--- config.mk ---
export PLATFORM = sky130hd
export DESIGN_NAME = multicycle_control_flat
export DESIGN_NICKNAME = d
export VERILOG_FILES = /design/src/rtl/multicycle_control_if.sv /design/src/rtl/multicycle_control.sv /design/src/flat_wrapper.sv
export SDC_FILE = /design/constraint.sdc
export NUM_CORES = 1
export LEC_CHECK = 0
export CAP_MARGIN = 15
export CORE_AREA = 2 2 48 50
export DETAILED_ROUTE_END_ITERATION = 7
export DIE_AREA = 0 0 50 52
export PLACE_DENSITY = 0.8
export SLEW_MARGIN = 25
export SYNTH_ARGS = -nofsm -noshare
export SYNTH_HDL_FRONTEND = slang
export SYNTH_SLANG_ARGS = --single-unit
export TNS_END_PERCENT = 1
--- constraint.sdc ---
create_clock -name clk -period 2.68 [get_ports clk]
set_clock_uncertainty 0.05 [all_clocks]
set_input_delay 0.402 -clock clk [delete_from_list [all_inputs] [get_ports clk]]
set_output_delay 0.402 -clock clk [all_outputs]
set_load 0.05 [all_outputs]
--- src/rtl/multicycle_control_if.sv ---
// Shared memory port between the sequencing controller and memory.
// The controller is the master; memory answers with mem_ack.
interface multicycle_control_if;
    logic mem_req;
    logic mem_ack;
    logic mem_addr_sel;
    logic Mem_WrEn;
    logic sb;

    modport master (
        output mem_req,
        output mem_addr_sel,
        output Mem_WrEn,
        output sb,
        input  mem_ack
    );

    modport slave (
        input  mem_req,
        input  mem_addr_sel,
        input  Mem_WrEn,
        input  sb,
        output mem_ack
    );
endinterface

--- src/rtl/multicycle_control.sv ---
// Multi-cycle sequencer for the MIPS-style datapath: IF/DEC/EXEC/BR/MEM/WB,
// sharing one memory port between fetch and data access.
module multicycle_control #(
    parameter logic [5:0] OP_RTYPE = 6'b100000,
    parameter logic [3:0] SUB_FUNC = 4'b0001
) (
    input  logic        clk,
    input  logic        reset,
    input  logic [31:0] Instr,
    input  logic        Zero,
    multicycle_control_if.master mem,
    output logic        IR_LdEn,
    output logic        MDR_LdEn,
    output logic        ALUout_LdEn,
    output logic        PC_sel,
    output logic        PC_LdEn,
    output logic        RF_WrEn,
    output logic        RF_WrData_sel,
    output logic        RF_B_sel,
    output logic        ALU_Bin_sel,
    output logic [3:0]  ALU_func,
    output logic        lui,
    output logic        lb,
    output logic        illegal,
    output logic [2:0]  state
);

    localparam logic [5:0] OP_LI   = 6'b111000;
    localparam logic [5:0] OP_LUI  = 6'b111001;
    localparam logic [5:0] OP_ADDI = 6'b110000;
    localparam logic [5:0] OP_ANDI = 6'b110010;
    localparam logic [5:0] OP_ORI  = 6'b110011;
    localparam logic [5:0] OP_B    = 6'b111111;
    localparam logic [5:0] OP_BEQ  = 6'b000000;
    localparam logic [5:0] OP_BNE  = 6'b000001;
    localparam logic [5:0] OP_LB   = 6'b000011;
    localparam logic [5:0] OP_SB   = 6'b000111;
    localparam logic [5:0] OP_LW   = 6'b001111;
    localparam logic [5:0] OP_SW   = 6'b011111;

    typedef enum logic [2:0] {
        S_IF   = 3'd0,
        S_DEC  = 3'd1,
        S_EXEC = 3'd2,
        S_BR   = 3'd3,
        S_MEM  = 3'd4,
        S_WB   = 3'd5
    } state_e;

    state_e state_q, state_d;
    logic   illegal_q, illegal_d;

    logic [5:0] op;
    logic is_nop, is_r, is_li, is_lui, is_addi;
    logic is_andi, is_ori, is_b, is_beq, is_bne;
    logic is_lb, is_sb, is_lw, is_sw, is_ill;
    logic is_br, is_ld, is_st;

    logic req_r, addr_r, ir_r, mdr_r, aluout_r;
    logic pc_sel_r, pc_ld_r, rf_wr_r, wd_sel_r;
    logic b_sel_r, bin_r, wr_r, lui_r, lb_r, sb_r;
    logic [3:0] func_r;

    logic unused_instr;
    assign unused_instr = ^Instr[25:4];

    assign op     = Instr[31:26];
    assign is_nop = (Instr == 32'd0);

    always_comb begin
        is_r    = 1'b0;
        is_li   = 1'b0;
        is_lui  = 1'b0;
        is_addi = 1'b0;
        is_andi = 1'b0;
        is_ori  = 1'b0;
        is_b    = 1'b0;
        is_beq  = 1'b0;
        is_bne  = 1'b0;
        is_lb   = 1'b0;
        is_sb   = 1'b0;
        is_lw   = 1'b0;
        is_sw   = 1'b0;
        is_ill  = 1'b0;
        unique case (op)
            OP_RTYPE: is_r    = 1'b1;
            OP_LI:    is_li   = 1'b1;
            OP_LUI:   is_lui  = 1'b1;
            OP_ADDI:  is_addi = 1'b1;
            OP_ANDI:  is_andi = 1'b1;
            OP_ORI:   is_ori  = 1'b1;
            OP_B:     is_b    = 1'b1;
            OP_BEQ:   is_beq  = 1'b1;
            OP_BNE:   is_bne  = 1'b1;
            OP_LB:    is_lb   = 1'b1;
            OP_SB:    is_sb   = 1'b1;
            OP_LW:    is_lw   = 1'b1;
            OP_SW:    is_sw   = 1'b1;
            default:  is_ill  = 1'b1;
        endcase
    end

    assign is_br = is_b | is_beq | is_bne;
    assign is_ld = is_lb | is_lw;
    assign is_st = is_sb | is_sw;

    always_comb begin
        state_d   = state_q;
        illegal_d = illegal_q;
        req_r     = 1'b0;
        addr_r    = 1'b0;
        ir_r      = 1'b0;
        mdr_r     = 1'b0;
        aluout_r  = 1'b0;
        pc_sel_r  = 1'b0;
        pc_ld_r   = 1'b0;
        rf_wr_r   = 1'b0;
        wd_sel_r  = 1'b0;
        b_sel_r   = 1'b0;
        bin_r     = 1'b0;
        func_r    = 4'd0;
        wr_r      = 1'b0;
        lui_r     = 1'b0;
        lb_r      = 1'b0;
        sb_r      = 1'b0;
        case (state_q)
            S_IF: begin
                req_r = 1'b1;
                if (mem.mem_ack) begin
                    ir_r    = 1'b1;
                    state_d = S_DEC;
                end
            end
            S_DEC: begin
                // Instr==0 shares the beq opcode, so nop wins first.
                if (is_nop || is_ill) begin
                    pc_ld_r   = 1'b1;
                    illegal_d = illegal_q | (is_ill & ~is_nop);
                    state_d   = S_IF;
                end else if (is_br) begin
                    state_d = S_BR;
                end else begin
                    state_d = S_EXEC;
                end
            end
            S_EXEC: begin
                aluout_r = 1'b1;
                b_sel_r  = is_st;
                lui_r    = is_lui;
                unique case (1'b1)
                    is_r:    func_r = Instr[3:0];
                    is_andi: begin
                        func_r = 4'b0010;
                        bin_r  = 1'b1;
                    end
                    is_ori: begin
                        func_r = 4'b0011;
                        bin_r  = 1'b1;
                    end
                    default: bin_r = 1'b1;
                endcase
                state_d = (is_ld || is_st) ? S_MEM : S_WB;
            end
            S_BR: begin
                b_sel_r  = 1'b1;
                func_r   = SUB_FUNC;
                pc_ld_r  = 1'b1;
                pc_sel_r = is_b | (is_beq & Zero) | (is_bne & ~Zero);
                state_d  = S_IF;
            end
            S_MEM: begin
                req_r  = 1'b1;
                addr_r = 1'b1;
                wr_r   = is_st;
                sb_r   = is_sb;
                if (mem.mem_ack) begin
                    if (is_ld) begin
                        mdr_r   = 1'b1;
                        state_d = S_WB;
                    end else begin
                        pc_ld_r = 1'b1;
                        state_d = S_IF;
                    end
                end
            end
            S_WB: begin
                rf_wr_r  = 1'b1;
                wd_sel_r = is_ld;
                lb_r     = is_lb;
                lui_r    = is_lui;
                pc_ld_r  = 1'b1;
                state_d  = S_IF;
            end
            default: state_d = S_IF;
        endcase
    end

    always_ff @(posedge clk) begin
        if (reset) begin
            state_q   <= S_IF;
            illegal_q <= 1'b0;
        end else begin
            state_q   <= state_d;
            illegal_q <= illegal_d;
        end
    end

    // Reset masks every output in the same cycle, abandoning any access.
    assign mem.mem_req      = req_r & ~reset;
    assign mem.mem_addr_sel = addr_r & ~reset;
    assign mem.Mem_WrEn     = wr_r & ~reset;
    assign mem.sb           = sb_r & ~reset;
    assign IR_LdEn          = ir_r & ~reset;
    assign MDR_LdEn         = mdr_r & ~reset;
    assign ALUout_LdEn      = aluout_r & ~reset;
    assign PC_sel           = pc_sel_r & ~reset;
    assign PC_LdEn          = pc_ld_r & ~reset;
    assign RF_WrEn          = rf_wr_r & ~reset;
    assign RF_WrData_sel    = wd_sel_r & ~reset;
    assign RF_B_sel         = b_sel_r & ~reset;
    assign ALU_Bin_sel      = bin_r & ~reset;
    assign ALU_func         = reset ? 4'd0 : func_r;
    assign lui              = lui_r & ~reset;
    assign lb               = lb_r & ~reset;
    assign illegal          = illegal_q & ~reset;
    assign state            = reset ? 3'd0 : state_q;

endmodule

--- src/flat_wrapper.sv ---
// flat-port wrapper written by rule: the top's interface ports become plain ports
module multicycle_control_flat 
#(
    parameter logic [5:0] OP_RTYPE = 6'b100000,
    parameter logic [3:0] SUB_FUNC = 4'b0001
)
  (clk, reset, Instr, Zero, IR_LdEn, MDR_LdEn, ALUout_LdEn, PC_sel, PC_LdEn, RF_WrEn, RF_WrData_sel, RF_B_sel, ALU_Bin_sel, ALU_func, lui, lb, illegal, state, mem_mem_req, mem_mem_addr_sel, mem_Mem_WrEn, mem_sb, mem_mem_ack);
  multicycle_control_if mem_i ();
  input  logic clk;
  input  logic reset;
  input  logic [31:0] Instr;
  input  logic Zero;
  output logic IR_LdEn;
  output logic MDR_LdEn;
  output logic ALUout_LdEn;
  output logic PC_sel;
  output logic PC_LdEn;
  output logic RF_WrEn;
  output logic RF_WrData_sel;
  output logic RF_B_sel;
  output logic ALU_Bin_sel;
  output logic [3:0] ALU_func;
  output logic lui;
  output logic lb;
  output logic illegal;
  output logic [2:0] state;
  output wire logic [$bits(mem_i.mem_req)-1:0] mem_mem_req;
  output wire logic [$bits(mem_i.mem_addr_sel)-1:0] mem_mem_addr_sel;
  output wire logic [$bits(mem_i.Mem_WrEn)-1:0] mem_Mem_WrEn;
  output wire logic [$bits(mem_i.sb)-1:0] mem_sb;
  input wire logic [$bits(mem_i.mem_ack)-1:0] mem_mem_ack;
  assign mem_mem_req = mem_i.mem_req;
  assign mem_mem_addr_sel = mem_i.mem_addr_sel;
  assign mem_Mem_WrEn = mem_i.Mem_WrEn;
  assign mem_sb = mem_i.sb;
  assign mem_i.mem_ack = mem_mem_ack;
  multicycle_control #(.OP_RTYPE(OP_RTYPE), .SUB_FUNC(SUB_FUNC)) u_core (.clk(clk), .reset(reset), .Instr(Instr), .Zero(Zero), .mem(mem_i), .IR_LdEn(IR_LdEn), .MDR_LdEn(MDR_LdEn), .ALUout_LdEn(ALUout_LdEn), .PC_sel(PC_sel), .PC_LdEn(PC_LdEn), .RF_WrEn(RF_WrEn), .RF_WrData_sel(RF_WrData_sel), .RF_B_sel(RF_B_sel), .ALU_Bin_sel(ALU_Bin_sel), .ALU_func(ALU_func), .lui(lui), .lb(lb), .illegal(illegal), .state(state));
endmodule
# ---- After elaboration in Yosys (flattened, before gate mapping)
# Cells that the tools add are included.
dict set report totals {
  elab_cells 106
  out_inout_bits 23
  in_bits 36
  ff_bits 4
}
dict set report op_classes {
  mux 45
  n_bitwise 29
  n_reduce_logical 11
  eq_ne 19
}
# op count
set op_table {}
lappend op_table {{equality test 6 bit, second input constant} 7}
lappend op_table {{two-way mux 1 bit} 34}
lappend op_table {{zero test 32 bit} 1}
lappend op_table {{bitwise AND 1 bit} 19}
lappend op_table {{two-way mux 3 bit} 5}
lappend op_table {{OR reduction 13 bit} 1}
lappend op_table {{one-hot mux 3 bit (4 select lines)} 1}
lappend op_table {{one-hot mux 4 bit (3 select lines)} 1}
lappend op_table {{one-hot mux 4 bit (2 select lines)} 1}
lappend op_table {{OR 1 bit} 7}
lappend op_table {{equality test 3 x 2 -> 1 bit, second input constant} 2}
lappend op_table {{equality test 3 bit, second input constant} 2}
lappend op_table {{equality test 6 x 1 -> 1 bit, second input constant} 1}
lappend op_table {{equality test 6 x 2 -> 1 bit, second input constant} 1}
lappend op_table {{equality test 6 x 3 -> 1 bit, second input constant} 1}
lappend op_table {{equality test 6 x 4 -> 1 bit, second input constant} 1}
lappend op_table {{equality test 6 x 5 -> 1 bit, second input constant} 1}
lappend op_table {{zero test 6 bit} 1}
lappend op_table {{OR reduction 2 bit} 3}
lappend op_table {{two-way mux 4 bit} 1}
lappend op_table {{!= test 2 bit, second input constant} 2}
lappend op_table {{AND reduction 2 bit} 2}
lappend op_table {{equality test 3 x 1 -> 1 bit, second input constant} 1}
lappend op_table {{zero test 3 bit} 1}
lappend op_table {{4 further kinds} 7}

# ---- Depth between registers and ports, before layout
# Gate-level depths: netlist of run 1.
dict set report depth {
  ltp_word 7
  depth_mapped 6
  depth_no_buf 5
}

# ---- Least setup slack after synthesis of run 1
# OpenSTA, ideal clock, no wires.
dict set report synth_path {
  kind {register -> output}
  from {reg u_core.state_q[1]}
  to {out mem_sb}
  required_ps 2228
  path_slack_ps -1076
  path_stages_with_launch 4
  path_buffers 0
  arrival_time_ps 3304
  cell_sequence {dfxtp_1 nor3_1 nand2_1 nor4_1}
}
dict set report synth_via {
  elab_chain_cells 3
}
# item line
set synth_rtl {}
lappend synth_rtl {{start, declared} multicycle_control.sv:50} ;# state_e state_q, state_d;
lappend synth_rtl {{start signal, assigned} multicycle_control.sv:203} ;# state_q <= state_d;
lappend synth_rtl {{equality test 3 bit} multicycle_control.sv:126} ;# case (state_q)
lappend synth_rtl {{two-way mux 1 bit} multicycle_control.sv:126}
lappend synth_rtl {{bitwise AND 1 bit} multicycle_control.sv:212} ;# assign mem.sb = sb_r & ~reset;
lappend synth_rtl {{end, declared} flat_wrapper.sv:30} ;# output wire logic [$bits(mem_i.sb)-1:0] mem_sb;
# Every way passes these cells.

# ---- Worst setup path in the final report of run 1
dict set report layout_path {
  from {in Instr[26]}
  to {out PC_LdEn}
}
dict set report layout_via {
  elab_chain_cells 7
  elab_cells_between_ends 25
  classes_between {12 x eq/ne; 7 x mux; 2 x bitwise; 4 x reduce/logical}
}
# item line
set layout_rtl {}
lappend layout_rtl {{start, declared} flat_wrapper.sv:11} ;# input logic [31:0] Instr;
lappend layout_rtl {{equality test 6 bit, or another cell as far along} multicycle_control.sv:85} ;# unique case (op)
lappend layout_rtl {{OR reduction 13 bit (no line) / two-way mux 1 bit (equally long branches)} --}
lappend layout_rtl {{two-way mux 1 bit / OR 1 bit (equally long branches)} {multicycle_control.sv:85, multicycle_control.sv:104}}
lappend layout_rtl {{logical OR 1 bit / two-way mux 1 bit (equally long branches)} {multicycle_control.sv:136, multicycle_control.sv:177}}
lappend layout_rtl {{two-way mux 1 bit (on tied branches)} {multicycle_control.sv:136, multicycle_control.sv:176}}
lappend layout_rtl {{one-hot mux 1 bit (3 select lines) *} multicycle_control.sv:126}
lappend layout_rtl {{bitwise AND 1 bit *} multicycle_control.sv:217} ;# assign PC_LdEn = pc_ld_r & ~reset;
lappend layout_rtl {{end, declared} flat_wrapper.sv:17} ;# output logic PC_LdEn;
# Mark *: on every way between the ends. The rest lies on a longest branch, timed or not.

==> flow_metrics.py, run 1 <==
metrics = {
    "timing": {
        "max_freq_mhz": 393,
        "fin_crit_ns": 2.54,
        "ratio_of_final_minimum_period_to_clock_period": 0.949,
        "report.final.setup_viol": 0,
        "postLayoutSetupSlackWorst_ns": 0.136,
        "relSlewSlack": 0.714,
        "fin_tns_setup_ns": 0,
        "final_hold_viol_count": 0,
        "rsz0062_at_grt": "false",
        "tightest_slew_ns": 0.429,
        "final_max_slew_viol_count": 0,
    },
    "hold_path": {
        "timing.hold.worst.class": "reg -> reg",
        "hp_start": "u_core.illegal_q",
    },
    "run": {
        "max-cap-violations": 0,
    },
    "layout": {
        "most-common-layout-cells": "sky130_fd_sc_hd__clkdlybuf4s50_1 (32), sky130_fd_sc_hd__buf_12 (17), sky130_fd_sc_hd__nand2_1 (12), sky130_fd_sc_hd__buf_4 (12), sky130_fd_sc_hd__nor2_1 (10)",
        "synthToLayoutAreaGrowth_pct": 119,
        "final-instance-count-excl-fill": 189,
        "antenna_cells_inserted": 0,
        "layout.filler_cells": 155,
        "fraction_of_final_layout_cells_with_drive_strength_greater_than_1": 0.261,
        "final_nets": 199,
        "layout.cells.most_common": "sky130_fd_sc_hd__clkdlybuf4s50_1",
    },
    "pwr": {
        "switching_share": 0.316,
        "ir_drop_mv": 0.179,
        "power.share.sequential": 0.240,
        "cell_internal_power_mw": 0.190,
        "p_leak_nw": 0.622,
        "power.share.combinational": 0.502,
        "net_switching_power_mw": 0.0877,
        "power.density_cell_area_nw_per_um2": 186,
        "clock_power_share": 0.258,
    },
    "logic_synthesis": {
        "synth_largest_type_area_fraction": 0.117,
        "ys_async_rst_share": 0,
        "synth.cell_area_um2": 682,
        "dominantRegCellSynth": "sky130_fd_sc_hd__dfxtp_1",
        "synth_seq_area_share": 0.117,
        "ys_warn_count": 0,
        "synthTopCellsByArea": "sky130_fd_sc_hd__dfxtp_1 (12%), sky130_fd_sc_hd__nand2_1 (6.6%), sky130_fd_sc_hd__nor4_1 (6.4%)",
        "synthDistinctLibCells": 41,
        "synth_edf_count": 0,
        "mean_instance_size_in_the_synthesized_netlist_um2": 6.82,
        "post_synth_inst_count": 100,
        "synthesis.nets": 136,
        "yosys.area.top_type": "sky130_fd_sc_hd__dfxtp_1",
        "synth.ff_latch_count": 4,
    },
    "clocking": {
        "number_of_clock_buffers_inserted_by_tritoncts": 3,
        "cts_resized": 0,
        "postCtsSetupRepairBufs": 0,
        "ctsRootBufferMaster": "sky130_fd_sc_hd__clkbuf_4",
        "worstSkewPairLatency_ns": 0.23,
        "clkSlewWorstSetupHoldPaths_ns": 0.03,
        "cts_hold_buf": 0,
        "tritoncts_num_sinks": 4,
        "tritoncts": "built",
        "htree_levels": 1,
        "cts.path.max_buffers": 2,
    },
    "global_routing": {
        "via_count_of_the_first_global_routing_pass": 952,
        "global_route.usage.total": 0.195,
        "grt.met3_usage": 0.0402,
        "grt_remaining_overflow": 0,
        "globalRoute.busiestLayer": "met2",
        "grt_antenna_before_repair": 0,
        "largest_net_degree_at_the_start_of_global_routing": 12,
        "globalRouteMet1Util": 0.210,
        "grt_first_pass_wirelength_um": 4060,
        "grt.met2_usage": 0.382,
    },
    "worst_setup_path": {
        "critPathMaxFanout": 6,
        "endpoint_kind": "output pin",
        "critical-path-slowest-cell": "sky130_fd_sc_hd__clkdlybuf4s50_1",
        "worst_ep_required_time_ns": 2.23,
        "worst_setup_path_startpoint": "Instr[26]",
        "timing.critical_path.buf_inv": 2,
        "slowest_delay_ns": 0.51,
        "startpoint_type": "input port",
        "critical_path.cell_chain": "clkdlybuf4s50_1, nor4_1, and3_1, and3_1, nor2b_1, o22ai_1, buf_12",
        "critPathKind": "in -> out",
        "timing.critical_path.mode_cell": "sky130_fd_sc_hd__and3_1",
        "cp_data_arrival_time_ns": 2.09,
        "worstReg2RegStart": "u_core.state_q[0]",
        "critical_path.top_delay_family": "simple AND/OR/NAND/NOR gates",
    },
    "floorplan": {
        "chipWidth_um": 50,
        "die-area_um2": 2600,
        "core_um2": 2110,
        "row_count": 17,
        "die-height_um": 52,
        "initial_core_util": 0.324,
        "boundaryPins": 59,
    },
    "placement": {
        "pre_cts_slack_ns": 0.0541,
        "place.port_buffers": 58,
        "placed_instance_count": 186,
        "final_wtd_congestion": 0.815,
        "post-dp-hpwl_um": 2170,
    },
    "routing": {
        "detail_route.iter0.violations": 16,
        "drc": 0,
        "route.detailed.vias_per_inst": 5.16,
        "detail_route.wirelength_um": 2380,
        "route.antenna.remaining_nets": 0,
        "wl_cell_um": 12.6,
        "via_count": 975,
        "firstDrtPassIters": 4,
    },
    "run_status": {
        "status": "finished, final reports clean",
    },
}
## state kept, by name, summed over array words and instances (netlist names)
register and flops:
u_core.state_q 3, u_core.illegal_q 1
## through the flow
stage                     hold slack, ns  area [um^2]  total power, mW  utilization
final                              0.567         1490            0.278        0.709
after global routing               0.604         1490            0.292        0.709
after CTS                          0.577         1490            0.281        0.705
after detailed placement           0.573         1460            0.207        0.695
after global placement             0.559         1460            0.204        0.695
after floorplan                    0.528          699            0.132            -
## final cells by class
| cell class | instances | area [um^2] | area share |
|---|---|---|---|
| Timing Repair Buffer | 64 | 788 | 0.528 |
| Multi-Input combinational cell | 85 | 548 | 0.367 |
| Sequential cell | 4 | 80.1 | 0.0536 |
| Tap cell | 28 | 35.0 | 0.0235 |
| Clock buffer | 3 | 22.5 | 0.0151 |
| Inverter | 5 | 18.8 | 0.0126 |
## worst paths after layout
check,cells past startpoint,slack (ns),end
worst min register to register,2,0.57,u_core.illegal_q
worst max register to register,3,1.49,u_core.state_q[0]
worst max-delay path,7,0.14,PC_LdEn
worst min-delay path,2,0.57,u_core.illegal_q
## cells by family (layout without fill, tap and decap cells)
kind of cell	count (synthesis)	in the layout	synth area share
AO/OA/AOI/OAI	18	18	0.180
buffers and inverters	11	72	0.105
multiplexers	1	1	0.0147
XOR/XNOR	3	3	0.0385
flip-flops	4	4	0.117
AND/OR/NAND/NOR	63	63	0.545
## per-layer routing
metal	routed length (um)	part of all wire
met3	140	0.059
met2	1310	0.55
met4	0	0
met5	0	0
met1	931	0.39
## worst reg2reg max path, delay by kind of cell (launching register included)
family	cells	cell delay (ns)
AO/OA/AOI/OAI	1	0.26
AND/OR/NAND/NOR	2	0.32
flip-flops	1	0.47
## cell usage after synthesis, types with 2 or more instances
master and n:
sky130_fd_sc_hd__nor4_1 7, sky130_fd_sc_hd__nor2b_1 6, sky130_fd_sc_hd__buf_6 2, sky130_fd_sc_hd__inv_1 3
sky130_fd_sc_hd__xor2_1 3, sky130_fd_sc_hd__buf_4 4, sky130_fd_sc_hd__nor2_1 10, sky130_fd_sc_hd__and3_1 5
sky130_fd_sc_hd__inv_2 2, sky130_fd_sc_hd__nand2_1 12, sky130_fd_sc_hd__dfxtp_1 4, sky130_fd_sc_hd__a21oi_1 5
sky130_fd_sc_hd__nand2b_1 2, sky130_fd_sc_hd__nor3_1 5, sky130_fd_sc_hd__nand3_1 3, sky130_fd_sc_hd__o21a_1 2
## power by group through the flow
stage / Sequential [mW] / Combinational (mW) / Clock [mW]
final: 0.0665 / 0.139 / 0.0717
after global routing: 0.0669 / 0.149 / 0.0758
after CTS: 0.0664 / 0.140 / 0.0747
after detailed placement: 0.0676 / 0.140 / 0
after global placement: 0.0671 / 0.137 / 0
after floorplan: 0.0663 / 0.0660 / 0
Power figures use the tool's default switching activity.
==> run 2, diff against run 1 <==
- SLEW_MARGIN: 25 -> default
==> results of run 2 <==
Final layout, timing and power as in run 1 (identical DEF).
==> patch, RTL diff (config.mk and constraints of run 1) <==
Reset style: asynchronous (`reset`), changed in one clocked block.
--- a/src/rtl/multicycle_control.sv
+++ b/src/rtl/multicycle_control.sv
@@ -196,5 +196,5 @@
     end
 
-    always_ff @(posedge clk) begin
+    always_ff @(posedge clk or posedge reset) begin
         if (reset) begin
             state_q   <= S_IF;
Formal check against the unedited RTL: no difference found for any inputs over 10 cycles, from zero or initial values and one cycle with reset high; that may be too few to reach the edited logic, so the function may still have changed.
==> patch against run 1 <==
- setup slack got worse by 0.013 ns
- via count rose by 8.3%
- routed wire length is 19% higher
- global-route usage grew 2.1 points
- sequential cell count unchanged
- total power increased by 46%
- design area increased by 7.2%
- synthesized area increased by 8.4%
- critical endpoint unchanged
==> patch: results (changes against run 1) <==
- Root Buffer: clkbuf_4 (unchanged)
- FF-to-FF End: u_core.state_q[0]$_DFFE_PP0P_ (was u_core.state_q[0]$_SDFFE_PP0P_)
- Hold_ws: 0.414 ns (was 0.567 ns)
- H-tree levels: 1 (unchanged)
- Worst EP arrival: 2.11 ns (was 2.09 ns)
- HP Class: reg -> reg (unchanged)
- WHS Endpoint: u_core.illegal_q$_DFFE_PP0P_ (was u_core.illegal_q$_SDFFE_PP0P_)
- Pleak: 0.654 nW (was 0.622 nW)
- Met3 GRT Util: 6.61% (was 4.02%)
- GR Layer Usage met2: 40.1% (was 38.2%)
- Main synth FF type: dfrtp_1 (was dfxtp_1)
- Post-DP Area: 1560 um^2 (was 1460 um^2)
- GRT met1 Usage: 24.6% (was 21.0%)
- Max-Slew Margin vs Limit: 70.0% (was 71.4%)
- Number of global-route vias before repair: 1011 (was 952)
- Share of layout cells above drive strength 1: 27.4% (was 26.1%)
- Reg-to-reg startpoint: u_core.state_q[0]$_DFFE_PP0P_ (was u_core.state_q[0]$_SDFFE_PP0P_)
- DRT met1 WL: 1130 um (was 931 um)
- R2R Setup Slk: 1.35 ns (was 1.49 ns)
- Worst-path fanout max: 2 (was 6)
- DRT Pass-1 Iters: 4 (unchanged)
- RePlAce Congestion: 0.849 (was 0.815)
- Port bufs: 58 (unchanged)
- Initial DRC count: 25 (was 16)
- GRT Util Overall: 21.6% (was 19.5%)
- Largest registers: u_core.state_q x3, u_core.illegal_q x1 (unchanged)
- Hpwl dp: 2400 um (was 2170 um)
- Post-synth ARST share: 100% (was 0%)
- Worst-Skew Late Latency: 0.23 ns (about the same)
- Hold Path Depth: 1 (was 2)
- Worst Setup SP: Instr[1] (was Instr[26])
- Status: complete, no violations (unchanged)
- Global-route wire length before repair: 4400 um (was 4060 um)
- Nets: 206 (was 199)
- Commonest cells post-synth: nor2_1, a21oi_1, nor3_1, nor4_1 (was nand2_1, nor2_1, nor4_1)
- Syn nets: 141 (was 136)
- Maximum vdd drop: 323 uV (was 179 uV)
- Longest Clk Path Bufs: 2 (unchanged)
- Worst reg2reg path depth: 4 (was 3)
- Seq/Total Area, Yosys: 13.5% (was 11.7%)
- Met2 wire len: 1550 um (was 1310 um)
- Routed Wire Length: 2840 um (was 2380 um)
- DR WL met3: 162 um (was 140 um)
- Yosys cell types: 39 (was 41)
- Inserted Diodes: 0 (unchanged)
- Synth area leaders: dfrtp_1, nor4_1, nand2b_1, nor2_1, nor2b_1 (was dfxtp_1, nand2_1, nor4_1, nor2_1, nor2b_1)
- Num CTS Buffers: 3 (unchanged)
- Vias: 1056 (was 975)
- Hold path startpoint: u_core.illegal_q$_DFFE_PP0P_ (was u_core.illegal_q$_SDFFE_PP0P_)
[patch: power breakdown]
group,total (mW),switching (mW),internal (mW)
sequential,0.0798,0.0132,0.0666
combinational,0.252,0.128,0.124
clock,0.0738,0.0238,0.0500
[patch: worst max path at each step]
stage                          to  slack, ns
after floorplan           IR_LdEn      -0.19
after global placement    PC_LdEn       0.01
after detailed placement  PC_LdEn     -0.001
after CTS                 PC_LdEn      0.001
after global routing      PC_LdEn      0.003
final                     PC_LdEn       0.12
[patch: critical path, stage by stage]
cell	delay (ns)
clkdlybuf4s50_1	0.44
nor4_2	0.29
nand4_1	0.14
or4b_1	0.55
o211ai_2	0.11
buf_12	0.16
[patch: kinds of logic (layout without fill, tap and decap cells)]
| logic type | after synthesis | count (layout) | share of synthesized area (%) |
|---|---|---|---|
| XOR/XNOR | 2 | 2 | 2.37 |
| flip-flops | 4 | 4 | 13.5 |
| AND/OR/NAND/NOR | 63 | 63 | 51.1 |
| buffers and inverters | 13 | 76 | 9.14 |
| AO/OA/AOI/OAI | 21 | 21 | 20.5 |
| multiplexers | 2 | 2 | 3.38 |
[patch: metrics by stage]
stage | util [%] | setup TNS [ns] | std cells | setup WS [ns] | power, mW
CTS | 75.0 | 0 | 196 | 0.00118 | 0.406
global placement | 74.0 | 0 | 193 | 0.0125 | 0.322
global route | 76.0 | 0 | 196 | 0.00284 | 0.429
finish | 76.0 | 0 | 196 | 0.123 | 0.405
floorplan | - | -0.276 | 105 | -0.186 | 0.206
detailed placement | 74.0 | -0.00104 | 193 | -0.00104 | 0.328
[patch: final cells by class]
class                      count  area, um^2
timing repair buffer          66         813
multi-input combinational     88         603
fill                         150         505
sequential                     4         100
tap                           28        35.0
inverter                       7        26.3
clock buffer                   3        22.5
